File: src/rtl/div_unit.sv
// -----------------------------------------------------------------------------
// div_unit -- iterative radix-2 restoring divider for DIV / DIVU
//
// Sits in the execute stage beside the ALU. One quotient bit is produced per
// cycle, MSB first, over WIDTH cycles. Signed operands are reduced to
// magnitudes before iterating, and the signs are re-applied when the result is
// produced. Upstream stages are held through stall while the divide runs.
//
// Sequence: IDLE -> PREP -> CALC (x WIDTH) -> DONE -> IDLE
//   go at cycle 0, ready at cycle WIDTH+2.
//
// Optional feature (compile-time macro DIV_ZERO_FAST_EN):
//   a zero divisor seen on go jumps straight from IDLE to DONE, so ready
//   arrives at cycle 1. The result values are the same as in the default build.
//
// Ports
//   clk        in   1      pipeline clock, rising edge
//   resetn     in   1      asynchronous, active-low reset
//   alucontrol in   8      decoded op; only DIV_OP / DIVU_OP start a divide
//   start      in   1      E-stage instruction valid (not bubbled)
//   annul      in   1      E-stage flush; aborts any divide in flight
//   a          in   WIDTH  dividend (rs)
//   b          in   WIDTH  divisor (rt)
//   stall      out  1      hold upstream stages while dividing
//   ready      out  1      one-cycle pulse; hi/lo carry the new result
//   hi         out  WIDTH  remainder
//   lo         out  WIDTH  quotient
// -----------------------------------------------------------------------------
module div_unit #(
  parameter int         WIDTH   = 32,
  parameter logic [7:0] DIV_OP  = 8'b0001_1010,
  parameter logic [7:0] DIVU_OP = 8'b0001_1011
) (
  input  logic             clk,
  input  logic             resetn,
  input  logic [7:0]       alucontrol,
  input  logic             start,
  input  logic             annul,
  input  logic [WIDTH-1:0] a,
  input  logic [WIDTH-1:0] b,
  output logic             stall,
  output logic             ready,
  output logic [WIDTH-1:0] hi,
  output logic [WIDTH-1:0] lo
);

  localparam int CNT_W = (WIDTH > 1) ? $clog2(WIDTH) : 1;

  typedef enum logic [1:0] {
    S_IDLE,
    S_PREP,
    S_CALC,
    S_DONE
  } state_t;

  state_t r_state;
  state_t w_next;

  logic [WIDTH-1:0] r_a;         // dividend as latched; also the div-by-zero remainder
  logic [WIDTH-1:0] r_b;
  logic             r_signed;
  logic             r_b_zero;
  logic             r_neg_q;
  logic             r_neg_r;
  logic [WIDTH-1:0] r_dvd;       // dividend magnitude, shifted out as quotient bits shift in
  logic [WIDTH-1:0] r_dvs;       // divisor magnitude
  logic [WIDTH:0]   r_rem;       // partial remainder, one guard bit wide
  logic [CNT_W-1:0] r_cnt;
  logic [WIDTH-1:0] r_hi;
  logic [WIDTH-1:0] r_lo;

  logic             w_is_div;
  logic             w_go;
  logic             w_fast_zero;
  logic [WIDTH-1:0] w_abs_a;
  logic [WIDTH-1:0] w_abs_b;
  logic [WIDTH:0]   w_shift;
  logic [WIDTH:0]   w_diff;
  logic             w_qbit;
  logic [WIDTH-1:0] w_q_fix;
  logic [WIDTH-1:0] w_r_fix;
  logic [WIDTH-1:0] w_lo_res;
  logic [WIDTH-1:0] w_hi_res;

  assign w_is_div = (alucontrol == DIV_OP) || (alucontrol == DIVU_OP);
  // annul outranks start, so a flushed instruction never launches a divide.
  assign w_go     = (r_state == S_IDLE) && start && !annul && w_is_div;

`ifdef DIV_ZERO_FAST_EN
  assign w_fast_zero = (b == '0);
`else
  assign w_fast_zero = 1'b0;
`endif

  // Magnitudes are formed from the latched operands; 0x80..0 maps onto itself,
  // which is still the correct unsigned magnitude.
  assign w_abs_a = (r_signed && r_a[WIDTH-1]) ? -r_a : r_a;
  assign w_abs_b = (r_signed && r_b[WIDTH-1]) ? -r_b : r_b;

  // One restoring step: shift in the next dividend bit, subtract when it fits.
  assign w_shift = {r_rem[WIDTH-1:0], r_dvd[WIDTH-1]};
  assign w_diff  = w_shift - {1'b0, r_dvs};
  assign w_qbit  = ~w_diff[WIDTH];

  // Sign fix-up. A zero divisor bypasses it: the quotient is all ones and the
  // remainder is the raw dividend, whatever the operand signs.
  assign w_q_fix  = r_neg_q ? -r_dvd : r_dvd;
  assign w_r_fix  = r_neg_r ? -r_rem[WIDTH-1:0] : r_rem[WIDTH-1:0];
  assign w_lo_res = r_b_zero ? '1  : w_q_fix;
  assign w_hi_res = r_b_zero ? r_a : w_r_fix;

  // NOTE: sequential state uses non-blocking assignments so every register
  // samples values from before the edge, independent of statement order.
  always_ff @(posedge clk or negedge resetn) begin
    if (!resetn) r_state <= S_IDLE;
    else         r_state <= w_next;
  end

  // NOTE: w_next takes its default before the case so no path leaves it
  // unassigned, which would otherwise infer a latch.
  always_comb begin
    w_next = r_state;
    unique case (r_state)
      S_IDLE: if (w_go) w_next = w_fast_zero ? S_DONE : S_PREP;
      S_PREP: w_next = annul ? S_IDLE : S_CALC;
      S_CALC: begin
        if (annul)                             w_next = S_IDLE;
        else if (r_cnt == CNT_W'(WIDTH - 1))   w_next = S_DONE;
      end
      S_DONE: w_next = S_IDLE;
      default: w_next = S_IDLE;
    endcase
  end

  // The result is shown combinationally in DONE and captured at the end of it,
  // so annul in DONE hides it and leaves the held values untouched.
  assign stall = w_go || (r_state == S_PREP) || (r_state == S_CALC);
  assign ready = (r_state == S_DONE) && !annul;
  assign hi    = ready ? w_hi_res : r_hi;
  assign lo    = ready ? w_lo_res : r_lo;

  // NOTE: datapath registers are reset too, because hi/lo are architecturally
  // visible as zero after reset and the rest must never leak X into them.
  always_ff @(posedge clk or negedge resetn) begin
    if (!resetn) begin
      r_a      <= '0;
      r_b      <= '0;
      r_signed <= 1'b0;
      r_b_zero <= 1'b0;
      r_neg_q  <= 1'b0;
      r_neg_r  <= 1'b0;
      r_dvd    <= '0;
      r_dvs    <= '0;
      r_rem    <= '0;
      r_cnt    <= '0;
      r_hi     <= '0;
      r_lo     <= '0;
    end else begin
      unique case (r_state)
        S_IDLE: begin
          if (w_go) begin
            r_a      <= a;
            r_b      <= b;
            r_signed <= (alucontrol == DIV_OP);
            r_b_zero <= (b == '0);
          end
        end
        S_PREP: begin
          r_dvd   <= w_abs_a;
          r_dvs   <= w_abs_b;
          r_neg_q <= r_signed && (r_a[WIDTH-1] ^ r_b[WIDTH-1]);
          r_neg_r <= r_signed && r_a[WIDTH-1];
          r_rem   <= '0;
          r_cnt   <= '0;
        end
        S_CALC: begin
          r_rem <= w_qbit ? w_diff : w_shift;
          r_dvd <= {r_dvd[WIDTH-2:0], w_qbit};
          r_cnt <= r_cnt + CNT_W'(1);
        end
        S_DONE: begin
          if (ready) begin
            r_hi <= w_hi_res;
            r_lo <= w_lo_res;
          end
        end
        default: ;
      endcase
    end
  end

endmodule

File: config.mk
export PLATFORM = sky130hd
export DESIGN_NAME = div_unit
export DESIGN_NICKNAME = d
export VERILOG_FILES = /design/src/rtl/div_unit.sv
export SDC_FILE = /design/constraint.sdc
export NUM_CORES = 1
export LEC_CHECK = 0
export CORE_ASPECT_RATIO = 1.5
export CORE_UTILIZATION = 55
export CTS_CLUSTER_SIZE = 16
export DETAILED_ROUTE_END_ITERATION = 6
export PLACE_DENSITY = 0.82
export REMOVE_ABC_BUFFERS = 1
export SLEW_MARGIN = 30
export SYNTH_ARGS = -nofsm -noshare
export SYNTH_HDL_FRONTEND = slang
export SYNTH_SLANG_ARGS = --single-unit
File: constraint.sdc
create_clock -name clk -period 4.4 [get_ports clk]
set_input_delay 0.66 -clock clk [delete_from_list [all_inputs] [get_ports clk]]
set_output_delay 0.66 -clock clk [all_outputs]
set_load 0.01 [all_outputs]
* Yosys cells after proc, flatten, opt, wreduce, memory -nomap -nowiden
Index checks and enable logic that the tools add are counted.
** Storage, ports and cells
- Register bits after elaboration :: 235
- Bits of input ports :: 76
- Output and inout port bits :: 66
** Operators by class
- Add/sub/neg operators :: 6
- Equality and inequality tests :: 8
- Muxes and demuxes :: 17
- Bitwise logic cells :: 2
- Reduce and logical (&&, ||, !) cells :: 16
** Operators by type and width (count)
- $mux W32 :: 9
- $neg A32 Y32 :: 4
- $pmux W32 S2 :: 2
- $sub A33 B32 Y33 :: 1
- $logic_not A32 Y1 :: 1
- $eq A8 B5 Y1 const B :: 2
- $pmux W5 S2 :: 1
- $mux W2 :: 4
- $pmux W2 S4 :: 1
- $logic_and A1 B1 Y1 :: 7
- $add A5 B1 Y5 const B :: 1
- $eq A5 B5 Y1 const B :: 1
- $eq A2 B2 Y1 const B :: 2
- $reduce_and A2 Y1 :: 2
- $logic_or A1 B1 Y1 :: 3
- $ne A3 B3 Y1 const B :: 1
- $eq A2 B1 Y1 const B :: 1
- $logic_not A2 Y1 :: 1
- $ne A2 B2 Y1 const B :: 1
- $reduce_bool A2 Y1 :: 1
- $logic_not A1 Y1 :: 1
- $not A1 Y1 :: 1
- $xor A1 B1 Y1 :: 1

* Longest topological paths before layout
Gate-level depths: netlist of the first run.
- Depth after elaboration :: 6
- Gate-level depth with buffers :: 13

* Worst setup path after synthesis of the first run
No wires, ideal clock.
- Path kind :: reg2out
- Start :: register r_rem[6]
- End :: output hi[31]
- Arrival time :: 3.457 ns
- Required time :: 3.740 ns
- Slack :: 0.283 ns
- Cell stages (with the launch flop) :: 10
- Path buffers :: 0
- Path through :: dfrtp_1 -> or3_4 -> or4_4 -> or3_4 -> or3_4 -> or4_4 -> or4_4 -> o31ai_4 -> xor2_1 -> o21ai_0
** On the way
- Word-level cells in the longest chain between the ends :: 4
** Ends and longest elaborated chain
- start, declared :: line 67 : logic [WIDTH:0] r_rem;
- start signal, assigned :: line 177 : r_rem <= w_qbit ? w_diff : w_shift;
- $neg A32 Y32 :: line 108 : assign w_r_fix = r_neg_r ? -r_rem[WIDTH-1:0] : r_rem[WIDTH-1:0];
- $mux W32 :: line 108
- $mux W32 :: line 110 : assign w_hi_res = r_b_zero ? r_a : w_r_fix;
- $mux W32
- end, declared :: line 43 : output logic [WIDTH-1:0] hi,
No other way between the ends.

* Worst setup path after layout of the first run
- Start :: register r_rem[4]
- End :: output hi[23]
The elaborated chain is that of the path after synthesis.

==> flow_summary.yaml, run 1 <==
status:
  status: "finished with violations"
  violations: "negative setup slack"
cells_and_area:
  n_antenna_cell: 0
  fillerInstances: 2059
  synthToLayoutAreaGrowth_pct: 20.84
  register_area_um2: 5882
  stdcell_area_um2: 17420
  finish.net_count: 1808
  utilization: 0.6763
  multi_input_area_um2: 8155
  drive_gt1_frac: 0.1528
  finalNonFillerCells: 2035
clocking:
  cts_buffer_depth: 3
  clkLatencyLatePin_ns: 0.53
  cts.sinks: 235
  cts_hold_buf: 0
  clockRootBuffer: "clkbuf_16"
  htree_levels: 1
  cts_tree: "done"
  cts_buffers: 24
  clk_transition_reported_paths_ns: 0.06
global_route:
  antenna_found_initial: 0
  grtUsageMet3: 0.02607
  grt_use_total: 0.2737
  grt_max_degree: 115
  grt_pass1_wl_um: 59760
  gr-usage-met2: 0.5074
  grt_use_met1: 0.3073
  grt_pass1_vias: 12324
  top_usage_layer: "met2"
  grt_remaining_overflow: 0
job:
  maxCapViolCount: 0
floorplan:
  initial_utilization: 0.5596
  top_level_ports: 142
  die_y_um: 200.3
  die_x_um: 134.2
  rows: 72
  core_um2: 25760
  die-area_um2: 26880
worst_setup_path:
  r2r-start: "r_dvd[31]"
  critPathLaunchType: "register"
  cp_data_required_time_ns: 3.74
  crit_start: "r_rem[4]"
  critPathSlowestCell: "or4_4"
  r2r_end: "r_rem[18]"
  cpPeakStageDelay_ns: 0.49
  cp-end-kind: "output pin"
  endpoint: "hi[23]"
  critical_path_class: "reg2out"
  r2r_setup_slack_ns: 0.45
  cp_cell_sequence: "or3_4 > or4_4 > or3_4 > or3_4 > or4_4 > buf_4 > buf_6 > buf_6 > buf_6 > o21ai_2 > xor2_1 > o21ai_1 > clkbuf_2"
  worstPathMaxFanout: 5
  r2r_cells: 13
  arrival_ns: 4.12
power_and_ir_drop:
  peakVddDrop_uv: 475.2
  p_leak_nw: 7.906
  pwr_density_cell_nw_per_um2: 491.0
sta:
  fmax_mhz: 209.2
  final.setup.tns_ns: -2.603
  drv_slew: 0
  setup_ws_ns: -0.3809
  post-route-min-period_ns: 4.781
  report.final.setup_viol: 13
  rsz0062_at_grt: "yes"
  clock_skew_ns: 0.01966
  fin_hold_ws_ns: 0.1757
  fin_crit_sh: 1.087
  worst_pin_slew_ns: 0.8755
  relSlewSlack: 0.4163
  hold_viol: 0
logic_synthesis:
  yosysSeqAreaShare: 0.4078
  yosysWarnings: 0
  ys_async_sr_fraction: 1.000
  netlist_area_um2: 14420
  synth_edf_count: 0
  ys_seq_elements: 235
  syn_avg_cell_area_um2: 9.357
  synthCells: 1541
  ys_types: 62
  synth_flop_cell: "dfrtp_1"
drt:
  route.detailed.drc: 0
  ant_nets: 0
  wl_um: 37100
  wl_per_cell_um: 18.23
  via_count: 12288
  viasPerCell: 6.038
  dr.first_iter.drc_count: 661
  firstDrtPassIters: 5
place:
  post_dp_cell_area_um2: 16270
  place_congestion: 0.9046
  dp_cells: 1965
  hpwl_um: 26130
  io_buffers: 141
hold_path:
  hold_class: "in2async"
[worst min-delay path by stage]
stage | startpoint | end | slack [ns] | cells past startpoint
after floorplan | resetn | r_a[0] | 0.36 | 0
after global placement | r_hi[2] | r_hi[2] | 0.45 | 2
after detailed placement | r_hi[20] | r_hi[20] | 0.46 | 2
after CTS | resetn | r_lo[1] | 0.24 | 1
after global routing | resetn | r_lo[1] | 0.26 | 1
final | resetn | r_lo[1] | 0.18 | 1
[Yosys cell counts, types with 8 or more instances]
| cell | number | area share |
|---|---|---|
| xor2_1 | 78 | 0.047 |
| o21ai_0 | 155 | 0.054 |
| nand4_1 | 11 | 0.0048 |
| or3_1 | 12 | 0.0052 |
| nand2_1 | 132 | 0.034 |
| o41ai_1 | 17 | 0.010 |
| nand3_1 | 21 | 0.0073 |
| or4_1 | 12 | 0.0062 |
| nand2b_1 | 11 | 0.0048 |
| nor4_1 | 22 | 0.0095 |
| nor2_1 | 95 | 0.025 |
| a21oi_1 | 114 | 0.040 |
| nor3_1 | 11 | 0.0038 |
| dfrtp_1 | 235 | 0.41 |
| mux2_2 | 85 | 0.066 |
| a31oi_1 | 9 | 0.0039 |
| o22a_1 | 62 | 0.038 |
| nor2b_1 | 8 | 0.0035 |
| ha_1 | 43 | 0.037 |
| a21o_1 | 10 | 0.0052 |
| o31ai_1 | 28 | 0.015 |
| and3_1 | 14 | 0.0061 |
| o2bb2ai_1 | 16 | 0.0097 |
| xnor2_1 | 67 | 0.041 |
| mux2i_1 | 31 | 0.022 |
| clkbuf_1 | 83 | 0.022 |
| o221ai_1 | 13 | 0.0079 |
| inv_1 | 64 | 0.017 |
[cell type report]
cell class              instances  share of cell area
clock buffers                  33             0.03878
clock inverters                 7            0.005242
inverters                      65             0.01400
multi-input cells            1151              0.4680
flip-flops and latches        235              0.3376
well taps                     333             0.02391
repair buffers                211              0.1125
[per-layer routing]
metal | vias up | routed length, µm
li1 | 5878 | -
met5 | - | 0
met1 | 5937 | 13980
met4 | 0 | 1752
met3 | 100 | 1624
met2 | 373 | 19750
[cells in the final DEF, fill, tap and decap left out, types with 7 or more instances in the layout]
| cell | count |
|---|---|
| nand2_1 | 130 |
| mux2_2 | 85 |
| xnor2_1 | 65 |
| and2_1 | 7 |
| or4_4 | 7 |
| o21ai_1 | 11 |
| nor2b_1 | 8 |
| a31oi_1 | 9 |
| clkdlybuf4s50_1 | 123 |
| buf_4 | 57 |
| xor2_1 | 74 |
| o221ai_1 | 13 |
| nor2_1 | 94 |
| buf_2 | 13 |
| o21ai_2 | 8 |
| or4_1 | 8 |
| and3_1 | 14 |
| dfrtp_1 | 234 |
| clkbuf_16 | 25 |
| o21ai_0 | 134 |
| o31ai_1 | 25 |
| mux2i_1 | 30 |
| o22a_1 | 62 |
| or3_1 | 12 |
| nor3_1 | 11 |
| o2bb2ai_1 | 16 |
| a21oi_1 | 112 |
| buf_6 | 9 |
| a21o_1 | 10 |
| a22o_1 | 7 |
| ha_1 | 40 |
| nor4_1 | 20 |
| nand3_1 | 21 |
| nand2b_1 | 9 |
| inv_1 | 63 |
| nand4_1 | 11 |
| o41ai_1 | 17 |
[cell families after synthesis]
family                     Yosys count  share of synthesized area
xor gates and xnor gates           145                    0.08808
buffers and inverters              155                    0.04035
muxes                              116                    0.08790
adders and majority gates           44                    0.03870
AOI/OAI and AO/OA                  469                     0.2110
and+or+nand+nor                    377                     0.1262
DFF                                235                     0.4078
[power breakdown]
part | total (mW) | internal [mW] | switching, mW
clock network | 2.03 | 1.18 | 0.841
logic | 3.65 | 1.66 | 1.99
registers | 2.88 | 2.57 | 0.314
total | 8.56 | 5.41 | 3.15
[timing repair]
action                                  CTS  global route
pin swaps                                10            14
hold endpoints to repair                  0             0
resized for setup                        85            40
endpoints found under the setup margin   23            22
buffers inserted                         13            21
[registers in the layout, indices dropped and copies added, names as in the netlist]
name	count
r_state	2
r_dvd	32
r_rem	32
r_dvs	32
r_b	32
r_signed	1
r_hi	32
r_cnt	5
r_neg_q	1
r_lo	32
r_neg_r	1
r_b_zero	1
r_a	32
[through the flow]
stage,power [mW],setup WS [ns]
after floorplan,5.112,-1.485
after global placement,6.203,-0.1948
after detailed placement,6.311,-0.2260
after CTS,8.432,-0.4159
after global routing,9.070,-0.4345
final,8.556,-0.3809
[critical path: cells and delay by family, from the launching register on]
family | cells | cell delay, ns
xor+xnor | 1 | 0.10
flops | 1 | 0.38
simple gates | 5 | 2.08
compound gates | 2 | 0.37
buf+inv | 5 | 0.66
Power figures use the tool's default switching activity.
==> run 2, diff against run 1 <==
--- a/config.mk
+++ b/config.mk
@@ -6,10 +6,10 @@
 export NUM_CORES = 1
 export LEC_CHECK = 0
 export CORE_ASPECT_RATIO = 1.5
-export CORE_UTILIZATION = 55
+export CORE_UTILIZATION = 46
 export CTS_CLUSTER_SIZE = 16
 export DETAILED_ROUTE_END_ITERATION = 6
-export PLACE_DENSITY = 0.82
+export PLACE_DENSITY = 0.72
 export REMOVE_ABC_BUFFERS = 1
 export SLEW_MARGIN = 30
 export SYNTH_ARGS = -nofsm -noshare
==> run 2 against run 1 <==
Against the previous run: global-route usage decreased by 4.4 points; the flow still finishes with violations (negative setup slack); sequential power about the same; largest power group unchanged; sequential cell count unchanged; sequential share of layout area increased by 0.070 points; core utilization decreased by 11 points.
==> flow_summary.yaml, run 2 (synthesis gave the netlist of run 1 again) <==
sta:
  relSlewSlack: 0.4415
  fin_crit_sh: 1.056
  fin_hold_ws_ns: 0.1323
  hold_viol: 0
  setup_ws_ns: -0.2470
  report.final.setup_viol: 7
  worst_pin_slew_ns: 0.8167
  post-route-min-period_ns: 4.647
  clock_skew_ns: 0.01990
  fmax_mhz: 215.2
  rsz0062_at_grt: "yes"
  drv_slew: 0
cells_and_area:
  multi_input_area_um2: 8122
  register_area_um2: 5883
  stdcell_area_um2: 17390
  utilization: 0.5621
  drive_gt1_frac: 0.1405
  n_antenna_cell: 0
  finalNonFillerCells: 2092
  synthToLayoutAreaGrowth_pct: 20.62
  fillerInstances: 2753
  mostFrequentLayoutCell: "dfrtp_1"
  finish.net_count: 1794
  final_cell_mix: "dfrtp_1 (233), o21ai_0 (135), nand2_1 (130)"
status:
  status: "finished with violations"
  violations: "negative setup slack"
worst_setup_path:
  r2r_end: "r_rem[18]"
  arrival_ns: 3.99
  r2r_cells: 13
  r2r_setup_slack_ns: 0.44
  cp_data_required_time_ns: 3.74
  critPathLaunchType: "register"
  r2r-start: "r_dvd[31]"
  worstPathMaxFanout: 3
  critical_path_class: "reg2out"
  cp-end-kind: "output pin"
power_and_ir_drop:
  peakVddDrop_uv: 276.6
  pwr_density_cell_nw_per_um2: 494.3
  p_leak_nw: 7.858
clocking:
  cts_hold_buf: 0
  cts_tree: "done"
  htree_levels: 1
  cts_buffer_depth: 3
  cts_buffers: 24
  cts.sinks: 235
  clkLatencyLatePin_ns: 0.54
  clockRootBuffer: "clkbuf_16"
  clk_transition_reported_paths_ns: 0.06
global_route:
  grt_pass1_wl_um: 59460
  grt_use_total: 0.2298
  antenna_found_initial: 0
  grt_pass1_vias: 11921
  grt_remaining_overflow: 0
  grt_max_degree: 104
drt:
  wl_per_cell_um: 17.48
  firstDrtPassIters: 5
  route.detailed.drc: 0
  viasPerCell: 5.687
  dr.first_iter.drc_count: 652
  via_count: 11898
  wl_um: 36580
  ant_nets: 0
job:
  maxCapViolCount: 0
place:
  io_buffers: 141
  dp_cells: 2042
  hpwl_um: 26950
  place_congestion: 0.9019
  post_dp_cell_area_um2: 16380
floorplan:
  die-area_um2: 32070
  die_x_um: 146.6
  die_y_um: 218.8
  rows: 79
  initial_utilization: 0.4660
  top_level_ports: 142
  core_um2: 30940
hold_path:
  hold_class: "in2async"
==> run 2: cell types whose count changed in the layout (fill, tap and decap cells not counted), moves of 2 or more <==
cell             change
dlymetal6s2s_1       +3
buf_2                -3
buf_4                -4
o21ai_4              -2
clkdlybuf4s50_1      -2
xor2_1               +2
buf_12               -2
bufinv_16            +2
buf_6                -8
dlygate4sd2_1        +3
xor2_2               -2
clkinv_2             -3
==> run 2: what timing repair did <==
action                                  in CTS  in global routing
resized for setup                           76                 27
endpoints found under the hold margin        0                  0
endpoints found under the setup margin      23                 21
pin swaps                                   13                 16
buffers inserted                             6                  6
==> run 2: per-stage QoR <==
stage               setup slack (ns)  setup TNS, ns  total power, mW
finish                       -0.2470         -1.018            8.596
global route                 -0.3412         -2.441            9.152
CTS                          -0.5493         -2.750            8.605
detailed placement           -0.2793        -0.5160            6.333
global placement             -0.2427        -0.4469            6.256
floorplan                     -1.485         -80.70            5.112
==> run 2: routing by layer <==
metal / vias up / share of wire / GRT usage
met2: 257 / 0.53 / 0.4432
met1: 5742 / 0.40 / 0.2564
li1: 5829 / - / -
met3: 70 / 0.034 / 0.02037
met5: - / 0 / 0
met4: 0 / 0.033 / 0.09549
==> run 2: layout make-up <==
type                            instances  share of cell area
Timing Repair Buffer                  197              0.1048
Sequential cell                       235              0.3383
Multi-Input combinational cell       1151              0.4670
Clock buffer                           33             0.03885
Clock inverter                          6            0.007914
Inverter                               65             0.01403
Tap cell                              405             0.02914
==> run 2: worst max-delay path, cell delays in order (launching register included) <==
cell     delay, ns
dfrtp_1       0.37
or3_1         0.36
or4_4         0.49
or3_4         0.34
or3_4         0.33
or4_4         0.45
or4_4         0.45
o31ai_4       0.22
xor2_2        0.11
o21ai_2       0.17
buf_2         0.16
==> run 2: how the worst max path moves through the flow <==
stage                         start  endpoint  cells after the start
final                     r_rem[11]    hi[31]                     10
after global routing      r_rem[11]    hi[31]                     10
after CTS                  r_rem[9]    hi[31]                     10
after detailed placement   r_rem[6]    hi[31]                     11
after global placement     r_rem[6]    hi[31]                     11
after floorplan               annul    hi[29]                      5
==> run 2: report_power, final <==
part	switching (mW)	internal [mW]	total, mW	leakage [nW]
combinational	1.95	1.61	3.57	4.32
clock	0.853	1.30	2.15	0.395
sequential	0.308	2.57	2.88	3.14
total	3.12	5.48	8.60	7.86
